==> config.mk <==
export PLATFORM = sky130hd
export DESIGN_NAME = ddr3_axi_pmem_flat
export DESIGN_NICKNAME = d
export VERILOG_FILES = /design/src/rtl/ddr3_axi_pmem_if.sv /design/src/rtl/ddr3_axi_pmem.sv /design/src/flat_wrapper.sv
export SDC_FILE = /design/constraint.sdc
export NUM_CORES = 1
export LEC_CHECK = 0
export ABC_AREA = 1
export BUFFER_PORTS_ARGS = -buffer_cell sky130_fd_sc_hd__buf_4
export CORE_UTILIZATION = 49
export DETAILED_ROUTE_END_ITERATION = 10
export PLACE_DENSITY = 0.78
export SYNTH_ARGS = -nofsm -noshare
export SYNTH_HDL_FRONTEND = slang
export SYNTH_SLANG_ARGS = --single-unit
==> constraint.sdc <==
create_clock -name clk_i -period 3.5 [get_ports clk_i]
set_input_delay 0.7 -clock clk_i [delete_from_list [all_inputs] [get_ports clk_i]]
set_output_delay 0.7 -clock clk_i [all_outputs]
set_load 0.02 [all_outputs]
==> src/rtl/ddr3_axi_pmem_if.sv <==
// rtl/ddr3_axi_pmem_if.sv - 32-bit AXI4 port between the retime slice and the pmem responder
interface ddr3_axi_pmem_if;
    logic        axi_awvalid_i;
    logic        axi_awready_o;
    logic [31:0] axi_awaddr_i;
    logic [3:0]  axi_awid_i;
    logic [7:0]  axi_awlen_i;
    logic [1:0]  axi_awburst_i;
    logic        axi_wvalid_i;
    logic        axi_wready_o;
    logic [31:0] axi_wdata_i;
    logic [3:0]  axi_wstrb_i;
    logic        axi_wlast_i;
    logic        axi_bvalid_o;
    logic        axi_bready_i;
    logic [1:0]  axi_bresp_o;
    logic [3:0]  axi_bid_o;
    logic        axi_arvalid_i;
    logic        axi_arready_o;
    logic [31:0] axi_araddr_i;
    logic [3:0]  axi_arid_i;
    logic [7:0]  axi_arlen_i;
    logic [1:0]  axi_arburst_i;
    logic        axi_rvalid_o;
    logic        axi_rready_i;
    logic [31:0] axi_rdata_o;
    logic [1:0]  axi_rresp_o;
    logic [3:0]  axi_rid_o;
    logic        axi_rlast_o;

    modport slave (
        input  axi_awvalid_i, axi_awaddr_i, axi_awid_i, axi_awlen_i, axi_awburst_i,
        input  axi_wvalid_i, axi_wdata_i, axi_wstrb_i, axi_wlast_i, axi_bready_i,
        input  axi_arvalid_i, axi_araddr_i, axi_arid_i, axi_arlen_i, axi_arburst_i, axi_rready_i,
        output axi_awready_o, axi_wready_o, axi_bvalid_o, axi_bresp_o, axi_bid_o,
        output axi_arready_o, axi_rvalid_o, axi_rdata_o, axi_rresp_o, axi_rid_o, axi_rlast_o
    );

    modport master (
        output axi_awvalid_i, axi_awaddr_i, axi_awid_i, axi_awlen_i, axi_awburst_i,
        output axi_wvalid_i, axi_wdata_i, axi_wstrb_i, axi_wlast_i, axi_bready_i,
        output axi_arvalid_i, axi_araddr_i, axi_arid_i, axi_arlen_i, axi_arburst_i, axi_rready_i,
        input  axi_awready_o, axi_wready_o, axi_bvalid_o, axi_bresp_o, axi_bid_o,
        input  axi_arready_o, axi_rvalid_o, axi_rdata_o, axi_rresp_o, axi_rid_o, axi_rlast_o
    );
endinterface

==> src/rtl/ddr3_axi_pmem.sv <==
// rtl/ddr3_axi_pmem.sv - AXI4 responder splitting one burst at a time into single-beat RAM requests
module ddr3_axi_pmem #(
    parameter int RD_FIFO_DEPTH = 4
) (
    input  logic           clk_i,
    input  logic           rst_i,
    ddr3_axi_pmem_if.slave axi,
    output logic [3:0]     ram_wr_o,
    output logic           ram_rd_o,
    output logic [7:0]     ram_len_o,
    output logic [31:0]    ram_addr_o,
    output logic [31:0]    ram_write_data_o,
    input  logic           ram_accept_i,
    input  logic           ram_ack_i,
    input  logic           ram_error_i,
    input  logic [31:0]    ram_read_data_i
);
    localparam int PW = $clog2(RD_FIFO_DEPTH);

    typedef enum logic [1:0] {S_IDLE, S_WRITE, S_WRESP, S_READ} state_t;
    state_t r_state, w_next_state;

    logic          r_last_grant_rd;
    logic [31:0]   r_addr;
    logic [3:0]    r_id;
    logic [7:0]    r_len;
    logic [1:0]    r_burst;
    logic [8:0]    r_issued, r_acked, r_rbeat;
    logic          r_err;
    logic [31:0]   r_fifo_data [RD_FIFO_DEPTH];
    logic          r_fifo_err  [RD_FIFO_DEPTH];
    logic [PW-1:0] r_wptr, r_rptr;
    logic [PW:0]   r_count;

    logic        w_grant_wr, w_aw_hs, w_ar_hs, w_issue_active, w_req, w_req_acc;
    logic        w_ack, w_last_ack, w_push, w_pop, w_rlast;
    logic [8:0]  w_in_flight;
    logic [9:0]  w_rd_occupancy;
    logic [31:0] w_wrap_mask, w_addr_inc, w_next_addr;

    assign w_grant_wr     = axi.axi_awvalid_i & (~axi.axi_arvalid_i | r_last_grant_rd);
    assign w_aw_hs        = (r_state == S_IDLE) & w_grant_wr;
    assign w_ar_hs        = (r_state == S_IDLE) & axi.axi_arvalid_i & ~w_grant_wr;
    assign w_issue_active = r_issued <= {1'b0, r_len};
    assign w_in_flight    = r_issued - r_acked;
    // Outstanding RAM reads plus buffered beats never exceed the FIFO, so every ack has a slot.
    assign w_rd_occupancy = {1'b0, w_in_flight} + 10'(r_count);
    assign w_req          = w_issue_active &
                            (((r_state == S_WRITE) & axi.axi_wvalid_i) |
                             ((r_state == S_READ) & (w_rd_occupancy < 10'(RD_FIFO_DEPTH))));
    assign w_req_acc      = w_req & ram_accept_i;
    assign w_ack          = ram_ack_i & (w_in_flight != 9'd0) &
                            ((r_state == S_WRITE) | (r_state == S_READ));
    assign w_last_ack     = w_ack & (r_acked == {1'b0, r_len});
    assign w_push         = w_ack & (r_state == S_READ);
    assign w_pop          = (r_count != '0) & axi.axi_rready_i;
    assign w_rlast        = r_rbeat == {1'b0, r_len};

    // WRAP keeps the bits above the (len+1)*4 window and increments only inside it.
    assign w_wrap_mask = {22'd0, r_len, 2'b11};
    assign w_addr_inc  = r_addr + 32'd4;
    always_comb begin
        w_next_addr = w_addr_inc;
        case (r_burst)
            2'b00:   w_next_addr = r_addr;
            2'b10:   w_next_addr = (r_addr & ~w_wrap_mask) | (w_addr_inc & w_wrap_mask);
            default: w_next_addr = w_addr_inc;
        endcase
    end

    always_ff @(posedge clk_i) begin
        if (rst_i) r_state <= S_IDLE;
        else       r_state <= w_next_state;
    end

    always_comb begin
        w_next_state = r_state;
        case (r_state)
            S_IDLE:  if (w_aw_hs) w_next_state = S_WRITE;
                     else if (w_ar_hs) w_next_state = S_READ;
            S_WRITE: if (w_last_ack) w_next_state = S_WRESP;
            S_WRESP: if (axi.axi_bready_i) w_next_state = S_IDLE;
            S_READ:  if (w_pop & w_rlast) w_next_state = S_IDLE;
            default: w_next_state = S_IDLE;
        endcase
    end

    always_comb begin
        axi.axi_awready_o = w_aw_hs;
        axi.axi_arready_o = w_ar_hs;
        axi.axi_wready_o  = (r_state == S_WRITE) & w_issue_active & ram_accept_i;
        axi.axi_bvalid_o  = r_state == S_WRESP;
        axi.axi_bresp_o   = r_err ? 2'b10 : 2'b00;
        axi.axi_bid_o     = r_id;
        axi.axi_rvalid_o  = r_count != '0;
        axi.axi_rdata_o   = r_fifo_data[r_rptr];
        axi.axi_rresp_o   = r_fifo_err[r_rptr] ? 2'b10 : 2'b00;
        axi.axi_rid_o     = r_id;
        axi.axi_rlast_o   = w_rlast;
        ram_wr_o          = 4'd0;
        if ((r_state == S_WRITE) & w_req) ram_wr_o = axi.axi_wstrb_i;
        ram_rd_o          = (r_state == S_READ) & w_req;
        ram_len_o         = w_issue_active ? (r_len - r_issued[7:0]) : 8'd0;
        ram_addr_o        = {r_addr[31:2], 2'b00};
        ram_write_data_o  = axi.axi_wdata_i;
    end

    always_ff @(posedge clk_i) begin
        if (rst_i) begin
            r_last_grant_rd <= 1'b1;
            r_addr   <= '0;
            r_id     <= '0;
            r_len    <= '0;
            r_burst  <= '0;
            r_issued <= '0;
            r_acked  <= '0;
            r_rbeat  <= '0;
            r_err    <= 1'b0;
            r_wptr   <= '0;
            r_rptr   <= '0;
            r_count  <= '0;
        end else begin
            if (w_aw_hs || w_ar_hs) begin
                r_last_grant_rd <= w_ar_hs;
                r_addr   <= w_aw_hs ? axi.axi_awaddr_i  : axi.axi_araddr_i;
                r_id     <= w_aw_hs ? axi.axi_awid_i    : axi.axi_arid_i;
                r_len    <= w_aw_hs ? axi.axi_awlen_i   : axi.axi_arlen_i;
                r_burst  <= w_aw_hs ? axi.axi_awburst_i : axi.axi_arburst_i;
                r_issued <= '0;
                r_acked  <= '0;
                r_rbeat  <= '0;
                r_err    <= 1'b0;
            end else begin
                if (w_req_acc) begin
                    r_addr   <= w_next_addr;
                    r_issued <= r_issued + 9'd1;
                end
                if (w_ack) begin
                    r_acked <= r_acked + 9'd1;
                    if (ram_error_i) r_err <= 1'b1;
                end
                if (w_pop) r_rbeat <= r_rbeat + 9'd1;
            end
            if (w_push) r_wptr <= r_wptr + PW'(1);
            if (w_pop)  r_rptr <= r_rptr + PW'(1);
            if (w_push && !w_pop)      r_count <= r_count + (PW+1)'(1);
            else if (!w_push && w_pop) r_count <= r_count - (PW+1)'(1);
        end
    end

    always_ff @(posedge clk_i) begin
        if (w_push) begin
            r_fifo_data[r_wptr] <= ram_read_data_i;
            r_fifo_err[r_wptr]  <= ram_error_i;
        end
    end
endmodule

==> src/flat_wrapper.sv <==
// flat-port wrapper written by rule: the top's interface ports become plain ports
module ddr3_axi_pmem_flat 
#(
    parameter int RD_FIFO_DEPTH = 4
)
  (clk_i, rst_i, ram_wr_o, ram_rd_o, ram_len_o, ram_addr_o, ram_write_data_o, ram_accept_i, ram_ack_i, ram_error_i, ram_read_data_i, axi_axi_awvalid_i, axi_axi_awaddr_i, axi_axi_awid_i, axi_axi_awlen_i, axi_axi_awburst_i, axi_axi_wvalid_i, axi_axi_wdata_i, axi_axi_wstrb_i, axi_axi_wlast_i, axi_axi_bready_i, axi_axi_arvalid_i, axi_axi_araddr_i, axi_axi_arid_i, axi_axi_arlen_i, axi_axi_arburst_i, axi_axi_rready_i, axi_axi_awready_o, axi_axi_wready_o, axi_axi_bvalid_o, axi_axi_bresp_o, axi_axi_bid_o, axi_axi_arready_o, axi_axi_rvalid_o, axi_axi_rdata_o, axi_axi_rresp_o, axi_axi_rid_o, axi_axi_rlast_o);
  ddr3_axi_pmem_if axi_i ();
  input  logic clk_i;
  input  logic rst_i;
  output logic [3:0] ram_wr_o;
  output logic ram_rd_o;
  output logic [7:0] ram_len_o;
  output logic [31:0] ram_addr_o;
  output logic [31:0] ram_write_data_o;
  input  logic ram_accept_i;
  input  logic ram_ack_i;
  input  logic ram_error_i;
  input  logic [31:0] ram_read_data_i;
  input wire logic [$bits(axi_i.axi_awvalid_i)-1:0] axi_axi_awvalid_i;
  input wire logic [$bits(axi_i.axi_awaddr_i)-1:0] axi_axi_awaddr_i;
  input wire logic [$bits(axi_i.axi_awid_i)-1:0] axi_axi_awid_i;
  input wire logic [$bits(axi_i.axi_awlen_i)-1:0] axi_axi_awlen_i;
  input wire logic [$bits(axi_i.axi_awburst_i)-1:0] axi_axi_awburst_i;
  input wire logic [$bits(axi_i.axi_wvalid_i)-1:0] axi_axi_wvalid_i;
  input wire logic [$bits(axi_i.axi_wdata_i)-1:0] axi_axi_wdata_i;
  input wire logic [$bits(axi_i.axi_wstrb_i)-1:0] axi_axi_wstrb_i;
  input wire logic [$bits(axi_i.axi_wlast_i)-1:0] axi_axi_wlast_i;
  input wire logic [$bits(axi_i.axi_bready_i)-1:0] axi_axi_bready_i;
  input wire logic [$bits(axi_i.axi_arvalid_i)-1:0] axi_axi_arvalid_i;
  input wire logic [$bits(axi_i.axi_araddr_i)-1:0] axi_axi_araddr_i;
  input wire logic [$bits(axi_i.axi_arid_i)-1:0] axi_axi_arid_i;
  input wire logic [$bits(axi_i.axi_arlen_i)-1:0] axi_axi_arlen_i;
  input wire logic [$bits(axi_i.axi_arburst_i)-1:0] axi_axi_arburst_i;
  input wire logic [$bits(axi_i.axi_rready_i)-1:0] axi_axi_rready_i;
  output wire logic [$bits(axi_i.axi_awready_o)-1:0] axi_axi_awready_o;
  output wire logic [$bits(axi_i.axi_wready_o)-1:0] axi_axi_wready_o;
  output wire logic [$bits(axi_i.axi_bvalid_o)-1:0] axi_axi_bvalid_o;
  output wire logic [$bits(axi_i.axi_bresp_o)-1:0] axi_axi_bresp_o;
  output wire logic [$bits(axi_i.axi_bid_o)-1:0] axi_axi_bid_o;
  output wire logic [$bits(axi_i.axi_arready_o)-1:0] axi_axi_arready_o;
  output wire logic [$bits(axi_i.axi_rvalid_o)-1:0] axi_axi_rvalid_o;
  output wire logic [$bits(axi_i.axi_rdata_o)-1:0] axi_axi_rdata_o;
  output wire logic [$bits(axi_i.axi_rresp_o)-1:0] axi_axi_rresp_o;
  output wire logic [$bits(axi_i.axi_rid_o)-1:0] axi_axi_rid_o;
  output wire logic [$bits(axi_i.axi_rlast_o)-1:0] axi_axi_rlast_o;
  assign axi_i.axi_awvalid_i = axi_axi_awvalid_i;
  assign axi_i.axi_awaddr_i = axi_axi_awaddr_i;
  assign axi_i.axi_awid_i = axi_axi_awid_i;
  assign axi_i.axi_awlen_i = axi_axi_awlen_i;
  assign axi_i.axi_awburst_i = axi_axi_awburst_i;
  assign axi_i.axi_wvalid_i = axi_axi_wvalid_i;
  assign axi_i.axi_wdata_i = axi_axi_wdata_i;
  assign axi_i.axi_wstrb_i = axi_axi_wstrb_i;
  assign axi_i.axi_wlast_i = axi_axi_wlast_i;
  assign axi_i.axi_bready_i = axi_axi_bready_i;
  assign axi_i.axi_arvalid_i = axi_axi_arvalid_i;
  assign axi_i.axi_araddr_i = axi_axi_araddr_i;
  assign axi_i.axi_arid_i = axi_axi_arid_i;
  assign axi_i.axi_arlen_i = axi_axi_arlen_i;
  assign axi_i.axi_arburst_i = axi_axi_arburst_i;
  assign axi_i.axi_rready_i = axi_axi_rready_i;
  assign axi_axi_awready_o = axi_i.axi_awready_o;
  assign axi_axi_wready_o = axi_i.axi_wready_o;
  assign axi_axi_bvalid_o = axi_i.axi_bvalid_o;
  assign axi_axi_bresp_o = axi_i.axi_bresp_o;
  assign axi_axi_bid_o = axi_i.axi_bid_o;
  assign axi_axi_arready_o = axi_i.axi_arready_o;
  assign axi_axi_rvalid_o = axi_i.axi_rvalid_o;
  assign axi_axi_rdata_o = axi_i.axi_rdata_o;
  assign axi_axi_rresp_o = axi_i.axi_rresp_o;
  assign axi_axi_rid_o = axi_i.axi_rid_o;
  assign axi_axi_rlast_o = axi_i.axi_rlast_o;
  ddr3_axi_pmem #(.RD_FIFO_DEPTH(RD_FIFO_DEPTH)) u_core (.clk_i(clk_i), .rst_i(rst_i), .axi(axi_i), .ram_wr_o(ram_wr_o), .ram_rd_o(ram_rd_o), .ram_len_o(ram_len_o), .ram_addr_o(ram_addr_o), .ram_write_data_o(ram_write_data_o), .ram_accept_i(ram_accept_i), .ram_ack_i(ram_ack_i), .ram_error_i(ram_error_i), .ram_read_data_i(ram_read_data_i));
endmodule
==> results.sh, run 1 <==
export IMPL_num_fill_cells=2024
export IMPL_finClkSkew_ns=0.0158
export IMPL_power_leakage_uw=0.00599
export IMPL_final_common_cell="nand2_1"
export IMPL_ant_nets=0
export IMPL_violations="setup timing"
export IMPL_required_ns=2.80
export IMPL_start_util=0.497
export IMPL_antennaDiodeCount=0
export IMPL_p_switching_uw=3390
export IMPL_arrival_ns=3.02
export IMPL_grt_setup_unrepaired="yes"
export IMPL_globalRouteMet2Util=0.426
export IMPL_met1_usage=0.314
export IMPL_p_sw_frac=0.376
export IMPL_areaGrowthSynthToFinish_pct=23.1
export IMPL_run_status="finished, violations left"
export IMPL_fin_crit_ns=3.72
export IMPL_finalHoldViolCount=0
export IMPL_async_flop_share=0
export IMPL_io_buffers=224
export IMPL_hold_depth=1
export IMPL_hold_path_class="in -> reg"
export IMPL_grt_usage=0.249
export IMPL_ios=298
export IMPL_relSlewSlack=0.408
export IMPL_setup_viol=5
export IMPL_power_density_nw_per_um2=629
export IMPL_core_um2=23400
export IMPL_worstRegToRegCells=19
export IMPL_cp_slowest_stage_delay_ns=0.53
export IMPL_h_tree_depth=1
export IMPL_wl_per_cell_um=16.1
export IMPL_synth_area_um2=11600
export IMPL_p_comb_frac=0.379
export IMPL_crit_type="reg -> out"
export IMPL_synth_edff_count=132
export IMPL_numCtsBuffers=24
export IMPL_p_int_uw=5620
export IMPL_grt_ovfl_total=0
export IMPL_reg2reg_setup_slack_ns=0.25
export IMPL_drt_total_wl_um=30800
export IMPL_cts_sinks=216
export IMPL_cp_common_cell="nor2_1"
export IMPL_hold_end="u_core.r_fifo_data[0][26]$_DFFE_PP_"
export IMPL_grt_util_met3=0.0456
export IMPL_synth_top_cell_area_share=0.341
export IMPL_p_clk_frac=0.272
export IMPL_cts_tree="built"
export IMPL_clk_pin_slew_ns=0.06
export IMPL_grt_pass1_vias=9481
export IMPL_insertion_delay_ns=0.51
export IMPL_via_per_inst=5.34
export IMPL_post_route_cells_drive_above_1_share=0.213
export IMPL_fmax_mhz=269
export IMPL_crit_fanout=4
export IMPL_slowest_stage="fa_2"
export IMPL_crit_chain="inv_4 > ha_4 > fa_2 > inv_1 > ha_1 > nor3_4 > nand2_1 > nor2_1 > nand3_1 > nor2_1 > nand2_1 > nand2_2 > nand3_4 > nor2_1 > buf_4"
export IMPL_place_gp_congestion=0.894
export IMPL_power_total_uw=9010
export IMPL_drc=0
export IMPL_synthCells=1397
export IMPL_cts_root_buf="clkbuf_16"
export IMPL_row_count=56
export IMPL_vdd_drop_max_mv=0.380
export IMPL_min_from="ram_read_data_i[26]"
export IMPL_yosysTopAreaCell="edfxtp_1"
export IMPL_critPathLaunchType="flop"
export IMPL_worst_slew_pin_slew_ns=0.887
export IMPL_synth_area_top_cells="edfxtp_1 34%, dfxtp_1 14%, nand2_1 8.9%"
export IMPL_ys_seq_area_frac=0.485
export IMPL_cp_num_buf_inv=3
export IMPL_setup_slack_ns=-0.220
export IMPL_grt_first_pass_wirelength_um=47700
export IMPL_pwr_share_seq=0.349
export IMPL_die_w_um=156
export IMPL_clockBufferDepth=3
export IMPL_grt_max_degree=67
export IMPL_first_iter_violations=730
export IMPL_finalCritPeriodShare=1.06
export IMPL_worstSetupEndpointType="primary output"
export IMPL_path_delay_family="simple AND/OR/NAND/NOR gates"
export IMPL_dp_hpwl_um=21800
export IMPL_tns_ns=-0.923
export IMPL_r2r_start="u_core.r_issued[0]$_SDFFE_PP0P_"
export IMPL_r2r_end="u_core.r_addr[14]$_SDFFE_PP0P_"
export IMPL_yosysUniqueCellTypes=51
export IMPL_dieArea_um2=24400
export IMPL_layout_common_cells="275 x nand2_1, 242 x buf_4, 175 x nor2_1, 150 x inv_1, 132 x edfxtp_1"
export IMPL_dr_pass1_iters=5
export IMPL_slew_violations=0
export IMPL_die_y_um=156
export IMPL_ys_seq_elements=216
export IMPL_fin_nets=1793
export IMPL_synth_ff_type="edfxtp_1"
export IMPL_vias=10200
export IMPL_antenna_found_initial=0
export IMPL_drv_cap=0
export IMPL_yosys_warnings=0
export IMPL_busiest_layer="met2"
export IMPL_syn_area_per_cell_um2=8.33
[worst reg2reg max path, delay by kind of cell (launching register included)]
kind | cells | cell delay (ns)
and+or+nand+nor | 11 | 1.34
buffers and inverters | 4 | 0.32
DFF | 1 | 0.35
adders and majority gates | 3 | 0.89
AOI/OAI and AO/OA | 1 | 0.24
[per-layer routing]
layer  part of all wire  vias to the layer above
met3              0.078                       62
li1                   -                     5044
met4              0.030                        0
met1               0.41                     4725
met5                  0                        -
met2               0.48                      409
[logic make-up (layout without fill, tap and decap cells)]
kind of cell	Yosys count	count (layout)	share of synthesized area
XOR/XNOR	22	22	0.0166
buffers and inverters	249	448	0.0976
other	1	4	0.000322
adder cells (fa/ha/maj)	37	37	0.0417
flip-flops	216	216	0.485
AO/OA/AOI/OAI	253	253	0.124
AND/OR/NAND/NOR	619	619	0.235
[synth_stat cells (15+ instances only)]
library cell,instances
a21oi_1,55
buf_4,45
clkbuf_1,32
dfxtp_1,84
edfxtp_1,132
ha_1,34
inv_1,153
nand2_1,276
nand3_1,60
nand4_1,32
nor2_1,182
nor3_1,25
o21ai_0,105
o22ai_1,45
xor2_1,15
[registers in the layout, summed over array words and instances (netlist names), named ones only]
name                    count
u_core.r_fifo_data        128
u_core.r_addr              23
u_core.r_acked              9
u_core.r_issued             9
u_core.r_rbeat              9
u_core.r_len                8
u_core.axi.axi_bid_o        4
u_core.r_fifo_err           4
u_core.r_count              3
u_core.r_burst              2
u_core.r_rptr               2
u_core.r_state              2
u_core.r_wptr               2
u_core.r_err                1
u_core.r_last_grant_rd      1
[power by group through the flow]
stage | clock network [µW] | logic, µW | registers, µW
floorplan | 0 | 2100 | 3250
global placement | 0 | 3260 | 3180
detailed placement | 0 | 3330 | 3180
CTS | 2480 | 3360 | 3130
global route | 2580 | 3770 | 3170
finish | 2450 | 3420 | 3140
[per-stage QoR]
step	utilization	instance area [µm²]	hold WS, ns	std cells	setup slack, ns
after floorplan	-	11600	0.430	1400	-0.279
after global placement	0.573	13400	0.451	1874	0.194
after detailed placement	0.573	13400	0.455	1874	0.0939
after CTS	0.608	14200	0.372	1916	-0.189
after global routing	0.612	14300	0.369	1918	-0.302
final	0.612	14300	0.391	1918	-0.220
[how the worst max path moves through the flow]
| stage | to | cells after the start | startpoint |
|---|---|---|---|
| after floorplan | u_core.r_fifo_data[0][0]$_DFFE_PP_ | 16 | u_core.r_issued[0]$_SDFFE_PP0P_ |
| after global placement | ram_wr_o[2] | 16 | u_core.r_issued[0]$_SDFFE_PP0P_ |
| after detailed placement | ram_wr_o[2] | 16 | u_core.r_issued[0]$_SDFFE_PP0P_ |
| after CTS | ram_wr_o[3] | 16 | u_core.r_issued[0]$_SDFFE_PP0P_ |
| after global routing | ram_wr_o[1] | 16 | u_core.r_issued[0]$_SDFFE_PP0P_ |
| final | ram_wr_o[1] | 15 | u_core.r_issued[0]$_SDFFE_PP0P_ |
[repair_timing]
action	CTS	global route
endpoints found under the setup margin	7	8
pin swaps	4	2
resized for setup	12	20
buffers inserted	2	2
hold buffers	0	0
[cell type report]
type                       count  area (µm²)  share of cell area
clock inverter                 8         108             0.00751
timing repair buffer         248        1920               0.134
tap                          319         399              0.0279
sequential                   216        5650               0.395
multi-input combinational    935        4980               0.348
clock buffer                  32         661              0.0461
inverter                     160         603              0.0421
Note: power is estimated with default switching activity, not from simulation.
==> run 2: changes to the inputs <==
CORE_UTILIZATION = 35   (was 49)
CTS_BUF_LIST = sky130_fd_sc_hd__clkbuf_2 sky130_fd_sc_hd__clkbuf_4 sky130_fd_sc_hd__clkbuf_8   (was default)
PLACE_DENSITY = default   (was 0.78)
==> run 2 against run 1 <==
  * The run still ends with setup timing left
  * Flip-flop and latch count unchanged
  * Die area rose by 39%
  * Maximum frequency up 1.4%
  * Sequential power is 1% higher
  * First-iteration DRC count down 1.5%
  * Clock skew increased by 0.019 ns
  * Utilization fell by 16 points
  * Global-route usage fell by 5.5 points
  * Via count up 1.2%
  * Sequential share of layout area down 1.5 points
  * Combinational power is 2% higher
  * Critical path depth up 1
  * Largest power group unchanged
  * Highest routed layer is now met5
==> results.sh, run 2 (synthesis gave the netlist of run 1 again) <==
export IMPL_run_status="finished, violations left"
export IMPL_violations="setup timing"
export IMPL_fin_crit_ns=3.67
export IMPL_grt_pass1_vias=9802
export IMPL_worst_slew_pin_slew_ns=0.673
export IMPL_setup_viol=7
export IMPL_power_leakage_uw=0.00616
export IMPL_worstRegToRegCells=24
export IMPL_power_density_nw_per_um2=613
export IMPL_antenna_found_initial=1
export IMPL_critPathLaunchType="flop"
export IMPL_reg2reg_setup_slack_ns=-0.09
export IMPL_grt_setup_unrepaired="yes"
export IMPL_finalHoldViolCount=0
export IMPL_vias=10400
export IMPL_cts_root_buf="clkbuf_8"
export IMPL_min_from="ram_read_data_i[22]"
export IMPL_grt_max_degree=67
export IMPL_cts_sinks=216
export IMPL_relSlewSlack=0.551
export IMPL_hold_depth=1
export IMPL_via_per_inst=4.96
export IMPL_hold_path_class="in -> reg"
export IMPL_p_switching_uw=3550
export IMPL_finClkSkew_ns=0.0353
export IMPL_insertion_delay_ns=0.56
export IMPL_core_um2=32600
export IMPL_die_y_um=184
export IMPL_antennaDiodeCount=0
export IMPL_finalCritPeriodShare=1.05
export IMPL_reg_top3="u_core.r_fifo_data (128), u_core.r_addr (23)"
export IMPL_die_w_um=184
export IMPL_arrival_ns=2.97
export IMPL_crit_type="reg -> out"
export IMPL_io_buffers=224
export IMPL_first_iter_violations=719
export IMPL_fin_util=0.456
export IMPL_clk_pin_slew_ns=0.06
export IMPL_p_comb_frac=0.384
export IMPL_h_tree_depth=2
export IMPL_vdd_drop_max_mv=0.284
export IMPL_drc=0
export IMPL_final_common_cell="nand2_1"
export IMPL_regMostFlops="u_core.r_fifo_data"
export IMPL_p_int_uw=5580
export IMPL_required_ns=2.80
export IMPL_fin_nets=1829
export IMPL_p_clk_frac=0.268
export IMPL_largest_register_ffs=128
export IMPL_areaGrowthSynthToFinish_pct=27.9
export IMPL_slew_violations=0
export IMPL_drv_cap=0
export IMPL_cts_tree="built"
export IMPL_numCtsBuffers=39
export IMPL_start_util=0.357
export IMPL_ios=298
export IMPL_wl_per_cell_um=16.5
export IMPL_place_gp_congestion=0.889
export IMPL_dp_hpwl_um=23700
export IMPL_grt_ovfl_total=0
export IMPL_r2r_start="u_core.r_issued[0]$_SDFFE_PP0P_"
export IMPL_setup_slack_ns=-0.169
export IMPL_hold_end="u_core.r_fifo_data[0][22]$_DFFE_PP_"
export IMPL_pwr_share_seq=0.348
export IMPL_layout_common_cells="272 x nand2_1, 247 x buf_4, 172 x nor2_1, 146 x inv_1, 132 x edfxtp_1"
export IMPL_grt_first_pass_wirelength_um=51500
export IMPL_worstSetupEndpointType="primary output"
export IMPL_crit_fanout=4
export IMPL_row_count=66
export IMPL_pre_cts_ws_ns=0.193
export IMPL_grt_usage=0.194
export IMPL_post_route_cells_drive_above_1_share=0.248
export IMPL_clockBufferDepth=3
export IMPL_r2r_end="u_core.r_count[1]$_SDFFE_PP0P_"
export IMPL_dr_pass1_iters=5
export IMPL_drt_total_wl_um=34400
export IMPL_fmax_mhz=273
export IMPL_ant_nets=0
export IMPL_dieArea_um2=34000
export IMPL_p_sw_frac=0.389
==> run 2: cell types whose count changed in the layout (fill, tap and decap cells not counted), moves of 5 or more <==
cell / delta
buf_4: +5
nor2_2: -6
buf_6: +13
nor2_4: +9
clkbuf_8: +39
clkbuf_16: -21
clkbuf_4: +10
clkbuf_1: -5
==> run 2: per-stage QoR <==
step / cell area [µm²] / hold slack (ns) / std cells / total power, µW / setup TNS [ns]
after floorplan: 11600 / 0.430 / 1400 / 5350 / -36.81
final: 14900 / 0.339 / 2089 / 9130 / -0.929
after global routing: 14900 / 0.316 / 2089 / 9660 / -5.71
after detailed placement: 13600 / 0.464 / 2001 / 6580 / 0
after CTS: 14500 / 0.305 / 2079 / 9110 / -1.57
after global placement: 13600 / 0.454 / 2001 / 6530 / 0
==> run 2: cell type report <==
class / instances / area, µm²
inverters: 160 / 614
well taps: 442 / 553
clock inverters: 15 / 138
repair buffers: 269 / 2180
multi-input cells: 935 / 5090
fillers: 3170 / 17700
flip-flops and latches: 216 / 5660
clock buffers: 52 / 653
==> run 2: worst max path at each step <==
stage / from / to / slack, ns / cells past startpoint
CTS: u_core.r_issued[0]$_SDFFE_PP0P_ / ram_wr_o[0] / -0.26 / 16
global placement: u_core.r_issued[0]$_SDFFE_PP0P_ / ram_wr_o[0] / 0.18 / 16
floorplan: u_core.r_issued[0]$_SDFFE_PP0P_ / u_core.r_fifo_data[0][0]$_DFFE_PP_ / -0.28 / 16
global route: u_core.r_issued[0]$_SDFFE_PP0P_ / ram_wr_o[2] / -0.36 / 16
detailed placement: u_core.r_issued[0]$_SDFFE_PP0P_ / ram_wr_o[0] / 0.19 / 16
finish: u_core.r_issued[0]$_SDFFE_PP0P_ / ram_wr_o[1] / -0.17 / 16
==> run 2: repair_timing <==
item	CTS	global route
pin swaps	9	28
setup buffers	11	11
hold buffers	0	0
endpoints found under the setup margin	7	145
gates resized for setup	21	53
gates cloned	0	6
==> run 2: power groups by stage <==
stage,logic [µW],registers [µW],clock network (µW)
finish,3500,3180,2450
global route,3840,3210,2610
CTS,3420,3170,2520
detailed placement,3360,3220,0
global placement,3310,3220,0
floorplan,2100,3250,0
==> run 2: critical path: stages (launching register included) <==
cell	delay (ns)
dfxtp_2	0.33
inv_2	0.05
ha_4	0.15
fa_2	0.34
xor2_1	0.18
inv_2	0.07
ha_4	0.21
nor3_2	0.10
nand2_1	0.06
nor2_1	0.10
nand3_1	0.09
nor2_1	0.12
nand2_1	0.09
nand2_2	0.10
nand3_4	0.14
nor2_4	0.14
buf_6	0.12
==> run 2: metal layers <==
metal	global-route usage	share of wire	up-vias
li1	-	-	5134
met1	0.241	0.43	4806
met2	0.333	0.48	374
met3	0.0460	0.074	46
met4	0.0573	0.016	2
met5	0	0.00023	-
==> run 3: changes to the inputs <==
ABC_AREA = default   (was 1)
CAP_MARGIN = 25   (was default)
TNS_END_PERCENT = 50   (was default)
==> run 3 against run 2 <==
  * The run still ends with setup timing left
  * First-iteration DRC count down 29%
  * Register-to-register slack better by 0.14 ns
  * Via count down 19%
  * Routed wire length down 15%
  * Critical endpoint is now ram_wr_o[0]
  * Sequential share of layout area up 1.9 points
  * Hold slack better by 0.040 ns
  * Maximum frequency down 8.1%
  * Flip-flop and latch count unchanged
  * Synthesized cell count down 32%
  * Cell area down 4.6%
  * Critical path depth down 5
  * Critical path type unchanged
  * Clock-buffer cell count up 3
==> results.sh, run 3 <==
export IMPL_path_delay_family="compound AO/OA/AOI/OAI gates"
export IMPL_p_switching_uw=2370
export IMPL_areaGrowthSynthToFinish_pct=31.1
export IMPL_first_iter_violations=513
export IMPL_worstSetupEndpointType="primary output"
export IMPL_synth_edff_count=132
export IMPL_arrival_ns=3.29
export IMPL_cp_slowest_stage_delay_ns=0.42
export IMPL_p_int_uw=5140
export IMPL_ys_seq_elements=216
export IMPL_h_tree_depth=2
export IMPL_cts_sinks=216
export IMPL_setup_slack_ns=-0.491
export IMPL_drv_cap=0
export IMPL_wl_per_cell_um=18.1
export IMPL_antennaDiodeCount=0
export IMPL_synth_area_um2=10800
export IMPL_whs_ns=0.379
export IMPL_cp_num_buf_inv=2
export IMPL_synthCells=948
export IMPL_p_comb_frac=0.286
export IMPL_reg2reg_setup_slack_ns=0.05
export IMPL_ff_latch_area_um2=5660
export IMPL_power_leakage_uw=0.00541
export IMPL_multiInputGateArea_um2=4840
export IMPL_core_um2=30500
export IMPL_crit_type="reg -> out"
export IMPL_finClkSkew_ns=0.00784
export IMPL_regMostFlops="u_core.r_fifo_data"
export IMPL_hold_path_class="in -> reg"
export IMPL_yosys_warnings=0
export IMPL_yosysUniqueCellTypes=67
export IMPL_slew_violations=0
export IMPL_clk_pin_slew_ns=0.06
export IMPL_fin_nets=1402
export IMPL_cts_root_buf="clkbuf_8"
export IMPL_row_count=64
export IMPL_pwr_share_seq=0.399
export IMPL_largest_register_ffs=128
export IMPL_drc=0
export IMPL_setup_viol=5
export IMPL_relSlewSlack=0.532
export IMPL_dp_hpwl_um=20400
export IMPL_ios=298
export IMPL_final_cells=1616
export IMPL_slowest_stage="a2111oi_4"
export IMPL_cts_tree="built"
export IMPL_required_ns=2.80
export IMPL_fin_util=0.465
export IMPL_ys_seq_area_frac=0.522
export IMPL_grt_ovfl_total=0
export IMPL_critPathLaunchType="flop"
export IMPL_die_w_um=178
export IMPL_yosysMostFrequentCell="edfxtp_1"
export IMPL_start_util=0.355
export IMPL_place_gp_congestion=0.866
export IMPL_synth_commonest_cells="132 x edfxtp_1, 84 x dfxtp_1, 78 x nor2_1"
export IMPL_grt_setup_unrepaired="yes"
export IMPL_grt_pass1_vias=8206
export IMPL_p_clk_frac=0.314
export IMPL_crit_fanout=4
export IMPL_insertion_delay_ns=0.52
export IMPL_layout_common_cells="272 x buf_4, 132 x edfxtp_1, 76 x nor2_1, 75 x dfxtp_1, 64 x nand2_1"
export IMPL_worst_slew_pin_slew_ns=0.702
export IMPL_via_per_inst=5.17
export IMPL_synth_top_cell_area_share=0.366
export IMPL_die_y_um=178
export IMPL_reg_top3="u_core.r_fifo_data (128), u_core.r_addr (23)"
export IMPL_fmax_mhz=251
export IMPL_finalHoldViolCount=0
export IMPL_synth_area_top_cells="edfxtp_1 37%, dfxtp_1 16%, mux4_2 6.9%"
export IMPL_numCtsBuffers=38
export IMPL_run_status="finished, violations left"
export IMPL_num_fill_cells=2835
export IMPL_pre_cts_ws_ns=-0.236
export IMPL_ant_nets=0
export IMPL_clockBufferDepth=3
export IMPL_grt_usage=0.181
export IMPL_async_flop_share=0
export IMPL_vdd_drop_max_mv=0.303
export IMPL_dr_pass1_iters=5
export IMPL_vias=8358
export IMPL_synth_ff_type="edfxtp_1"
export IMPL_post_route_cells_drive_above_1_share=0.366
export IMPL_p_sw_frac=0.315
export IMPL_antenna_found_initial=0
export IMPL_cp_common_cell="a211oi_4"
export IMPL_crit_chain="inv_2 > ha_4 > fa_2 > nand2b_4 > a211oi_4 > mux2_4 > a211oi_4 > nand4_4 > a2111oi_4 > and2_4 > buf_6"
export IMPL_grt_first_pass_wirelength_um=44300
export IMPL_io_buffers=224
export IMPL_drt_total_wl_um=29300
export IMPL_yosysTopAreaCell="edfxtp_1"
export IMPL_final_common_cell="buf_4"
export IMPL_finalCritPeriodShare=1.14
export IMPL_place_inst=1537
export IMPL_power_density_nw_per_um2=529
export IMPL_grt_max_degree=45
export IMPL_dieArea_um2=31600
export IMPL_fin_crit_ns=3.99
export IMPL_syn_area_per_cell_um2=11.4
export IMPL_violations="setup timing"
-- run 3: layer usage --
metal,vias up,global-route usage,share of wire
met5,-,0,0
met2,300,0.299,0.48
met1,3989,0.232,0.43
met4,0,0.0563,0.021
li1,4024,-,-
met3,45,0.0465,0.071
-- run 3: timing repair --
action / CTS / global route
endpoints found under the setup margin: 13 / 38
buffers inserted: 2 / 13
pin swaps: 9 / 30
resized for setup: 18 / 47
hold buffers: 0 / 0
-- run 3: cell type report --
type                       instances  area share
multi-input combinational        608       0.341
sequential                       216       0.399
clock buffer                      55      0.0489
clock inverter                    11     0.00564
timing repair buffer             287       0.159
inverter                          43      0.0114
tap                              396      0.0349
-- run 3: path summary, 6_finish.rpt --
kind	endpoint	startpoint	cells after the start
min	u_core.r_fifo_data[2][26]$_DFFE_PP_	ram_read_data_i[26]	1
max reg2reg	u_core.r_count[2]$_SDFFE_PP0P_	u_core.r_issued[0]$_SDFFE_PP0P_	16
min reg2reg	u_core.r_err$_SDFFE_PP0P_	u_core.r_err$_SDFFE_PP0P_	2
max	ram_wr_o[0]	u_core.r_issued[0]$_SDFFE_PP0P_	11
-- run 3: kinds of logic (layout without fill, tap and decap cells) --
family	count (synthesis)	after routing	share of synthesized area
AND/OR/NAND/NOR	267	267	0.120
XOR/XNOR	56	56	0.0453
multiplexers	37	37	0.0725
flip-flops	216	216	0.522
adder cells (fa/ha/maj)	37	37	0.0449
buffers and inverters	127	396	0.0600
other	1	4	0.000347
AO/OA/AOI/OAI	207	207	0.135
-- run 3: power groups by stage --
| stage | sequential, µW | combinational, µW | clock (µW) |
|---|---|---|---|
| 3_5_place_dp | 3040 | 2070 | 0 |
| 6_report | 3000 | 2150 | 2360 |
| 4_1_cts | 2990 | 2110 | 2450 |
| 5_1_grt | 3020 | 2330 | 2560 |
| 3_3_place_gp | 3040 | 2060 | 0 |
| 2_1_floorplan | 3070 | 1250 | 0 |
-- run 3: per-stage QoR --
| step | setup TNS, ns | cell area (µm²) | total power (µW) |
|---|---|---|---|
| floorplan | -0.00691 | 10900 | 4310 |
| global placement | -0.640 | 13000 | 5100 |
| detailed placement | -0.979 | 13000 | 5120 |
| CTS | -3.29 | 13900 | 7550 |
| global route | -3.36 | 14200 | 7900 |
| finish | -2.32 | 14200 | 7510 |
